==> src/rtl/rr_arbiter_8to3.sv <==
// Round-robin arbiter: 8 requesters share one resource; the winner is reported
// one-hot and as a 3-bit index. Grants end on done, request drop or hold limit.
module rr_arbiter_8to3 #(
    parameter int unsigned MAX_HOLD = 16,
    parameter int unsigned HOLD_W   = 5
) (
    input  logic       clk,
    input  logic       rst_n,
    input  logic [7:0] req,
    input  logic       done,
    output logic       gnt_valid,
    output logic [7:0] gnt_onehot,
    output logic [2:0] gnt_idx,
    output logic       timeout
);

    typedef enum logic {
        IDLE  = 1'b0,
        GRANT = 1'b1
    } state_t;

    // Last hold_cnt value a grant may reach before it is force-released.
    localparam logic [HOLD_W-1:0] HOLD_LAST =
        (MAX_HOLD != 0) ? HOLD_W'(MAX_HOLD - 1) : '0;

    state_t            state_q,      state_d;
    logic [2:0]        ptr_q,        ptr_d;
    logic [HOLD_W-1:0] hold_cnt_q,   hold_cnt_d;
    logic              gnt_valid_q,  gnt_valid_d;
    logic [7:0]        gnt_onehot_q, gnt_onehot_d;
    logic [2:0]        gnt_idx_q,    gnt_idx_d;
    logic              timeout_q,    timeout_d;

    logic       win_found;
    logic [2:0] win_idx;
    logic [2:0] cand;

    logic owner_req;
    logic hit_limit;
    logic release_now;

    // Rotating priority search: ptr_q has highest priority, wrapping 7 -> 0.
    always_comb begin
        win_found = 1'b0;
        win_idx   = '0;
        cand      = '0;
        for (int unsigned i = 0; i < 8; i++) begin
            cand = ptr_q + 3'(i);
            if (!win_found && req[cand]) begin
                win_found = 1'b1;
                win_idx   = cand;
            end
        end
    end

    always_comb begin
        owner_req   = req[gnt_idx_q];
        hit_limit   = (MAX_HOLD != 0) && (hold_cnt_q == HOLD_LAST);
        release_now = done || !owner_req || hit_limit;
    end

    always_comb begin
        state_d      = state_q;
        ptr_d        = ptr_q;
        hold_cnt_d   = hold_cnt_q;
        gnt_valid_d  = gnt_valid_q;
        gnt_onehot_d = gnt_onehot_q;
        gnt_idx_d    = gnt_idx_q;
        timeout_d    = 1'b0;

        case (state_q)
            IDLE: begin
                if (win_found) begin
                    state_d      = GRANT;
                    gnt_valid_d  = 1'b1;
                    gnt_idx_d    = win_idx;
                    gnt_onehot_d = 8'(1) << win_idx;
                    hold_cnt_d   = '0;
                    ptr_d        = win_idx + 3'd1;
                end else begin
                    gnt_valid_d  = 1'b0;
                    gnt_idx_d    = '0;
                    gnt_onehot_d = '0;
                end
            end

            GRANT: begin
                hold_cnt_d = hold_cnt_q + HOLD_W'(1);
                if (release_now) begin
                    state_d      = IDLE;
                    gnt_valid_d  = 1'b0;
                    gnt_idx_d    = '0;
                    gnt_onehot_d = '0;
                    hold_cnt_d   = '0;
                    // A voluntary release in the same cycle masks the limit.
                    timeout_d    = hit_limit && !done && owner_req;
                end
            end

            default: begin
                state_d      = IDLE;
                gnt_valid_d  = 1'b0;
                gnt_idx_d    = '0;
                gnt_onehot_d = '0;
                hold_cnt_d   = '0;
            end
        endcase
    end

    always_ff @(posedge clk) begin
        if (!rst_n) begin
            state_q      <= IDLE;
            ptr_q        <= '0;
            hold_cnt_q   <= '0;
            gnt_valid_q  <= 1'b0;
            gnt_onehot_q <= '0;
            gnt_idx_q    <= '0;
            timeout_q    <= 1'b0;
        end else begin
            state_q      <= state_d;
            ptr_q        <= ptr_d;
            hold_cnt_q   <= hold_cnt_d;
            gnt_valid_q  <= gnt_valid_d;
            gnt_onehot_q <= gnt_onehot_d;
            gnt_idx_q    <= gnt_idx_d;
            timeout_q    <= timeout_d;
        end
    end

    assign gnt_valid  = gnt_valid_q;
    assign gnt_onehot = gnt_onehot_q;
    assign gnt_idx    = gnt_idx_q;
    assign timeout    = timeout_q;

endmodule

==> config.mk <==
export PLATFORM = sky130hd
export DESIGN_NAME = rr_arbiter_8to3
export DESIGN_NICKNAME = d
export VERILOG_FILES = /design/src/rtl/rr_arbiter_8to3.sv
export SDC_FILE = /design/constraint.sdc
export NUM_CORES = 1
export LEC_CHECK = 0
export ABC_AREA = 1
export CAP_MARGIN = 20
export CORE_AREA = 2 2 61 92
export CTS_BUF_LIST = sky130_fd_sc_hd__clkbuf_8
export DETAILED_ROUTE_END_ITERATION = 8
export DIE_AREA = 0 0 63 94
export PLACE_DENSITY = 0.51
export SYNTH_ARGS = -nofsm -noshare
export SYNTH_HDL_FRONTEND = slang
export SYNTH_SLANG_ARGS = --single-unit
export TNS_END_PERCENT = 1
==> constraint.sdc <==
create_clock -name clk -period 3.5 [get_ports clk]
set_clock_uncertainty 0.1 [all_clocks]
set_input_delay 1.05 -clock clk [delete_from_list [all_inputs] [get_ports clk]]
set_output_delay 1.05 -clock clk [all_outputs]
set_load 0.005 [all_outputs]
* Word-level counts from Yosys, hierarchy flattened
Cells that the tools add are included. Widths: inputs -> output; s select.
Word-level totals: flip-flop bits (word level) 22, logic and storage cells 100
Cells by class: add/sub/neg operators 9, order comparisons 9, equal/unequal tests 3, shifts and indexed selects 1, mux-type cells 48, bitwise gates (word level) 1, reductions and logical operators 22
Operator list (count):
- $lt 3x4->1 const B | 9
- $mux 3 | 10
- $bmux 1 s3 | 9
- $mux 1 | 20
- $mux 8 | 2
- $pmux 8 s2 | 1
- $add 3x3->3 const B | 4
- $mux 5 | 2
- $pmux 5 s2 | 1
- $logic_and 1x1->1 | 9
- $logic_not 1->1 | 9
- $shl 1x3->8 const A | 1
- $add 3x1->3 const B | 2
- $add 3x2->3 const B | 2
- $pmux 3 s2 | 1
- $add 5x1->5 const B | 1
- $eq 5x4->1 const B | 1
- $pmux 1 s2 | 2
- $reduce_and 3->1 | 1
- $logic_or 1x1->1 | 2
- $ne 2x1->1 const B | 1
- $ne 2x2->1 const B | 1
- $reduce_and 2->1 | 1
- $not 1->1 | 1

* Longest topological paths before layout
Gate-level depths: netlist of the first run.
depth in word-level cells 27, gate-level depth with buffers 20

* Worst setup path after synthesis of the first run
Ideal clock, no wire load.
path kind input-to-reg, from input req[5], to register ptr_q[2], arrival time 2.805 ns, slack 0.475 ns, stages on the path 14, buffers on the path 0, cells stage by stage nand2_1 > nand3_2 > nand3_2 > nand2_4 > nor2_8 > nand4_4 > nor3_1 > nand3_1 > nand2_1 > inv_1 > ha_1 > ha_1 > o21ai_0 > a21oi_1
Between the ends: cells in the longest elaborated chain, start to end 25, elaborated cells on any way between the ends 48, classes of those cells add/sub: 1; mux: 32; reduce/logical: 15
RTL lines:
- from (decl) | RTL line 9 | input logic [7:0] req,
- $bmux 1 s3 | RTL line 49 | if (!win_found && req[cand]) begin
- $mux 1 (implied by the code) | RTL line 49
- $mux 1 | RTL line 49
- $logic_not 1->1 | RTL line 49
- $logic_and 1x1->1 | RTL line 49
- $mux 1 | RTL line 49
- $logic_not 1->1 | RTL line 49
- $logic_and 1x1->1 | RTL line 49
- [... 9 more ...]
- $mux 1 | RTL line 49
- $logic_not 1->1 | RTL line 49
- $logic_and 1x1->1 | RTL line 49
- $mux 1 | RTL line 49
- $logic_not 1->1 | RTL line 49
- $logic_and 1x1->1 | RTL line 49
- $mux 3 / $mux 1 (equally long branches) | RTL line 49
- $add 3x1->3 / $reduce_and 2->1 (equally long branches)
- to (signal assigned) | RTL line 121 | ptr_q <= ptr_d;
- to (decl) | RTL line 27 | logic [2:0] ptr_q, ptr_d;
Parallel ways exist; a longest one is shown, timed or not. The select of a mux whose other input is x is not followed. A chain may end at the register's enable or synchronous reset.

* Final worst setup path of the first run
from register ptr_q[1], to register ptr_q[2]
Between the ends: cells in the longest elaborated chain, start to end 25, elaborated cells on any way between the ends 55, classes of those cells add/sub: 8; mux: 32; reduce/logical: 15
RTL lines:
- branches (longest 25 deep; another with $add 3x1->3)
Several ways; the timed one is not identified. The select of a mux whose other input is x is not followed.

==> results of run 1 <==
[power groups by stage]
stage	clock network (mW)	registers (mW)	logic [mW]
floorplan	0	0.363	1.25
global placement	0	0.379	2.08
detailed placement	0	0.380	2.08
CTS	0.186	0.374	2.09
global route	0.197	0.383	2.47
finish	0.184	0.372	2.18
[metal layers]
layer  vias up  share of wire (%)  global-route usage [%]
li1        968                  -                       -
met1       830                 41                    17.7
met2        29                 56                    34.5
met3         8                1.8                    1.20
met4         0                1.9                    5.93
met5         -                  0                       0
[state kept, by name (all words and copies together), names as in the netlist]
name,flops
hold_cnt_q,5
timeout,1
state_q,1
ptr_q,3
gnt_idx,3
gnt_onehot,8
gnt_valid,1
[cell families after synthesis]
| family | Yosys count | share of synthesized area, % |
|---|---|---|
| AO/OA/AOI/OAI | 37 | 12.2 |
| XOR/XNOR | 5 | 3.35 |
| adder cells (fa/ha/maj) | 9 | 6.41 |
| buffers and inverters | 35 | 8.69 |
| flip-flops | 22 | 25.1 |
| AND/OR/NAND/NOR | 147 | 44.3 |
[cell type report]
cell class | count | area share (%)
repair buffers | 59 | 21.1
flip-flops and latches | 22 | 17.9
inverters | 30 | 4.62
multi-input cells | 198 | 50.7
clock buffers | 4 | 2.24
well taps | 68 | 3.46
[synthesized netlist by cell type (2+ instances only)]
cell type	n
nand2_1	61
nand3_1	33
inv_1	26
dfxtp_1	22
a21oi_1	19
nor2_1	15
ha_1	9
o21ai_0	8
nand2_2	7
nand4_1	7
nor3_1	7
nand3_2	6
inv_2	3
nand2_4	3
a31oi_1	2
buf_6	2
nor2_8	2
o21a_1	2
o21ai_2	2
xnor2_1	2
xor2_2	2
[critical path, delay by kind of cell (launching register included)]
kind | cells | cell delay [ns]
simple gates | 10 | 1.13
fa+ha+maj | 3 | 0.71
buf+inv | 4 | 0.48
flops | 1 | 0.35
compound gates | 2 | 0.17
[repair_timing]
action / in CTS / in global routing
setup buffers: 0 / 2
hold buffers: 0 / 0
gates resized for setup: 0 / 31
endpoints found under the setup margin: 0 / 5
[path summary, 6_finish.rpt]
| check | startpoint | cells past startpoint | end |
|---|---|---|---|
| setup / recovery | ptr_q[1] | 19 | ptr_q[2] |
| hold / removal | gnt_onehot[2] | 2 | gnt_onehot[2] |
| setup reg to reg | ptr_q[1] | 19 | ptr_q[2] |
| hold reg to reg | gnt_onehot[2] | 2 | gnt_onehot[2] |
==> reports/metrics.csv, run 1 <==
stage,metric,value,unit
outcome,outcome,"complete, no violations",
place,place.gp.congestion,0.811,
critical_path,critical_path_arrival,3.10,ns
clocking,clkTransAtPathRegs,0.08,ns
drt,vias_per_cell,4.82,
power_and_ir_drop,seqPwrFrac,13.6,%
power_and_ir_drop,pwr_density_cell,1110,nW/um^2
layout,antenna_cells,0,
timing,drv_slew,0,
layout,layout_commonest_cell,nand2_1,
clocking,cts_root_buf,clkbuf_8,
critical_path,path_cells,"clkinv_2, ha_1, inv_1, nand3_1, nand3_2, nand2_4, nor2_8, nand4_4, nor2_4, nand3_1, nand2_1, inv_1, nand2_1, nand2_1, inv_1, ha_1, ha_1, o21ai_1, a21oi_1",
power_and_ir_drop,worst_ir_drop_vdd,586,uV
critical_path,crit_path_max_incr_delay,0.35,ns
global_route,antenna_found_initial,0,
critical_path,r2r_slack,0.45,ns
die,die_h,94,um
global_route,grt_pass1_vias,1806,
synth,postSynthCellCount,255,
timing,clock.fmax,328,MHz
layout,multi_input_area,1250,sq um
layout,fillers,555,
layout,final_cells,381,
place,place_inst,375,
clocking,cts_buffers,3,
clocking,ctsHtreeMaxLevel,1,
power_and_ir_drop,p_total,2.73,mW
layout,area_delta_synth_final,40.3,%
critical_path,crit_path_max_fanout,7,
timing,whs,0.370,ns
timing,finalSetupTns,0,ns
power_and_ir_drop,p_int,1.38,mW
synth,yosys.area.top_type,dfxtp_1,
die,start_util,34.5,%
clocking,cts_tree,done,
layout,nets,334,
layout,stdcell_area,2460,sq um
synth,ys_seq_area_share,25.1,%
timing,max-slew-margin-rel,68.3,%
synth,synth_top_area_share,25.1,%
timing,setup_slack,0.449,ns
drt,wl,4820,um
global_route,grt_first_pass_wirelength,7950,um
synth,syn_area,1760,sq um
drt,first_pass_iters,5,
job,drv_cap,0,
timing,fin_crit,3.05,ns
global_route,grt_max_degree,15,
timing,worst_pin_slew,0.475,ns
clocking,clk_latency,0.26,ns
synth,synth-seq-cells,22,
layout,final_cell_mix,"nand2_1 (51), buf_4 (36), inv_1 (26)",
layout,drive_above_1_share,29.4,%
power_and_ir_drop,p_sw,1.36,mW
die,rows,32,
timing,setup_viol,0,
synth,synth_ff_type,dfxtp_1,
timing,final_hold_viol_count,0,
place,dpl_worst_slack,-0.210,ns
synth,avgSynthCellArea,6.88,sq um
clocking,cts_num_sinks,22,
timing,fin_crit_sh,87.2,%
die,core-area,5080,sq um
hold_path,min_path_type,reg2reg,
drt,wl_per_cell,12.6,um
power_and_ir_drop,sw_frac_of_total,49.7,%
critical_path,endpoint_kind,flop,
synth,yosys_warnings,0,
critical_path,path_class,reg2reg,
clocking,cts_buffer_depth,2,
drt,ant_nets,0,
place,dpl_cell_area,2290,sq um
timing,rsz0062_at_grt,false,
synth,ys_async_sr_fraction,0,%
critical_path,cp.required,3.55,ns
global_route,grt_overflow,0,
synth,synth.net_count,275,
drt,via_count,1835,
global_route,grtUsageTotal,16.9,%
synth,ys_types,36,
place,port_buffers,23,
die,dieArea,5920,sq um
place,dp_hpwl,3920,um
layout,seq_area,440,sq um
power_and_ir_drop,p_leak,1.16,nW
synth,synth_edf_count,0,
drt,drcViolationCount,0,
power_and_ir_drop,pwr-share-comb,79.7,%
critical_path,startpoint_type,flop,
drt,drtIter0Drc,32,
critical_path,critical_path.slowest_cell,dfxtp_1,
synth,synth.area.top_cells,"dfxtp_1 (25%), nand2_1 (13%), nand3_1 (9.4%)",
die,io_pins,24,
die,die_w,63,um
layout,post-route-util,48.4,%
power_and_ir_drop,pwr-share-clk,6.7,%
Power figures use the tool's default switching activity.
==> run 2: changes to the inputs <==
CORE_AREA = 2 2 50 75   (was 2 2 61 92)
DIE_AREA = 0 0 52 77   (was 0 0 63 94)
HOLD_SLACK_MARGIN = 0.03   (was unset)
PLACE_DENSITY = 0.74   (was 0.51)
==> run 2 against run 1 <==
Wire length grew 0.87%. Design area shrank 2.8%. Global-route usage grew 7.8 points. Cell count shrank 8.7%. Combinational power is essentially flat. Sequential power is essentially flat. Setup slack lost 0.36 ns. Clock power shrank 16%. Die area shrank 32%. Critical path depth shrank 2. Maximum frequency shrank 11%.
==> reports/metrics.csv, run 2 (synthesized netlist as in run 1, its figures left out) <==
stage,metric,value,unit
outcome,outcome,"complete, no violations",
place,port_buffers,23,
timing,worst_pin_slew,0.571,ns
global_route,antenna_found_initial,0,
die,die_w,52,um
global_route,grt_first_pass_wirelength,7670,um
critical_path,cp.required,3.55,ns
timing,drv_slew,0,
power_and_ir_drop,p_leak,1.11,nW
drt,ant_nets,0,
drt,drtIter0Drc,47,
layout,layout_commonest_cell,nand2_1,
timing,finalSetupTns,0,ns
global_route,grt_overflow,0,
power_and_ir_drop,p_total,2.70,mW
clocking,ctsHtreeMaxLevel,1,
drt,via_count,1888,
power_and_ir_drop,pwr_density_cell,1130,nW/um^2
place,dpl_worst_slack,-0.223,ns
drt,drcViolationCount,0,
timing,clock.fmax,293,MHz
clocking,cts_num_sinks,22,
critical_path,path_class,in2reg,
layout,antenna_cells,0,
place,dp_hpwl,3750,um
layout,post-route-util,71.4,%
die,dieArea,4000,sq um
timing,max-slew-margin-rel,61.9,%
timing,whs,0.371,ns
clocking,clkTransAtPathRegs,0.08,ns
power_and_ir_drop,worst_ir_drop_vdd,942,uV
place,place.gp.congestion,0.915,
die,io_pins,24,
global_route,grt_pass1_vias,1782,
die,start_util,52.4,%
critical_path,endpoint_kind,flop,
layout,drive_above_1_share,28.4,%
critical_path,startpoint_type,primary input,
clocking,cts_buffers,3,
critical_path,reg2reg_depth,18,
clocking,holdBufCountCts,0,
clocking,cts_root_buf,clkbuf_8,
job,drv_cap,0,
global_route,grtUsageTotal,24.7,%
drt,wl,4860,um
layout,area_delta_synth_final,36.4,%
clocking,cts_buffer_depth,2,
layout,largest_register_ffs,8,
die,rows,26,
place,place_inst,344,
clocking,cts_tree,done,
layout,final_cells,348,
hold_path,hold_path_depth,2,
global_route,grt_max_degree,15,
drt,wl_per_cell,14.0,um
critical_path,critical_path_arrival,3.46,ns
timing,setup_slack,0.0900,ns
timing,fin_crit,3.41,ns
timing,setup_viol,0,
die,core-area,3350,sq um
critical_path,crit_path_max_fanout,5,
die,die_h,77,um
hold_path,min_path_type,reg2reg,
layout,nets,328,
layout,final_cell_mix,"nand2_1 (51), buf_4 (30), inv_1 (26)",
timing,fin_crit_sh,97.4,%
clocking,clk_latency,0.26,ns
place,dpl_cell_area,2220,sq um
drt,vias_per_cell,5.43,
drt,first_pass_iters,4,
timing,final_hold_viol_count,0,
layout,stdcell_area,2390,sq um
==> run 2: cell count changes in the layout (fill, tap and decap cells not counted), sizes merged <==
cell	change
clkdlybuf4s50	+2
dlymetal6s2s	-2
buf	-6
clkbuf	-1
==> run 2: final timing paths <==
kind,end,startpoint,slack (ns)
max,ptr_q[2],req[3],0.09
min,gnt_onehot[5],gnt_onehot[5],0.37
max reg2reg,ptr_q[2],ptr_q[1],0.21
min reg2reg,gnt_onehot[5],gnt_onehot[5],0.37
==> run 2: cell type report <==
| class | count | area [sq um] |
|---|---|---|
| well taps | 42 | 52.6 |
| multi-input cells | 198 | 1270 |
| flip-flops and latches | 22 | 440 |
| repair buffers | 53 | 470 |
| inverters | 30 | 114 |
| clock buffers | 3 | 41.3 |
| fillers | 286 | 957 |
==> run 2: where the power goes <==
group | leakage, nW | switching, mW | internal (mW) | total (mW)
combinational | 0.905 | 1.26 | 0.914 | 2.17
clock | 0.0216 | 0.0769 | 0.0768 | 0.154
sequential | 0.180 | 0.0608 | 0.314 | 0.375
==> run 2: metal layers <==
metal	wire (um)	share of wire [%]	GRT usage (%)	vias up
met5	0	0	0	-
met4	144	3.0	13.2	0
met3	129	2.7	1.75	15
met2	2670	55	44.1	46
met1	1910	39	27.9	871
li1	-	-	-	956
==> run 2: timing repair <==
action	CTS	global route
endpoints found under the setup margin	0	2
gates resized for setup	0	34
setup buffers	0	1
==> run 2: worst max-delay path: stages <==
cell,delay (ns)
clkdlybuf4s50_1,0.46
nand2_2,0.13
nand3_1,0.14
nand3_2,0.12
nand2_2,0.09
inv_2,0.09
nand4_4,0.14
nor2_4,0.18
buf_4,0.13
nand2_1,0.05
nand4_1,0.10
nand2_1,0.08
inv_1,0.09
ha_2,0.18
ha_1,0.23
o21ai_2,0.13
a21oi_1,0.05
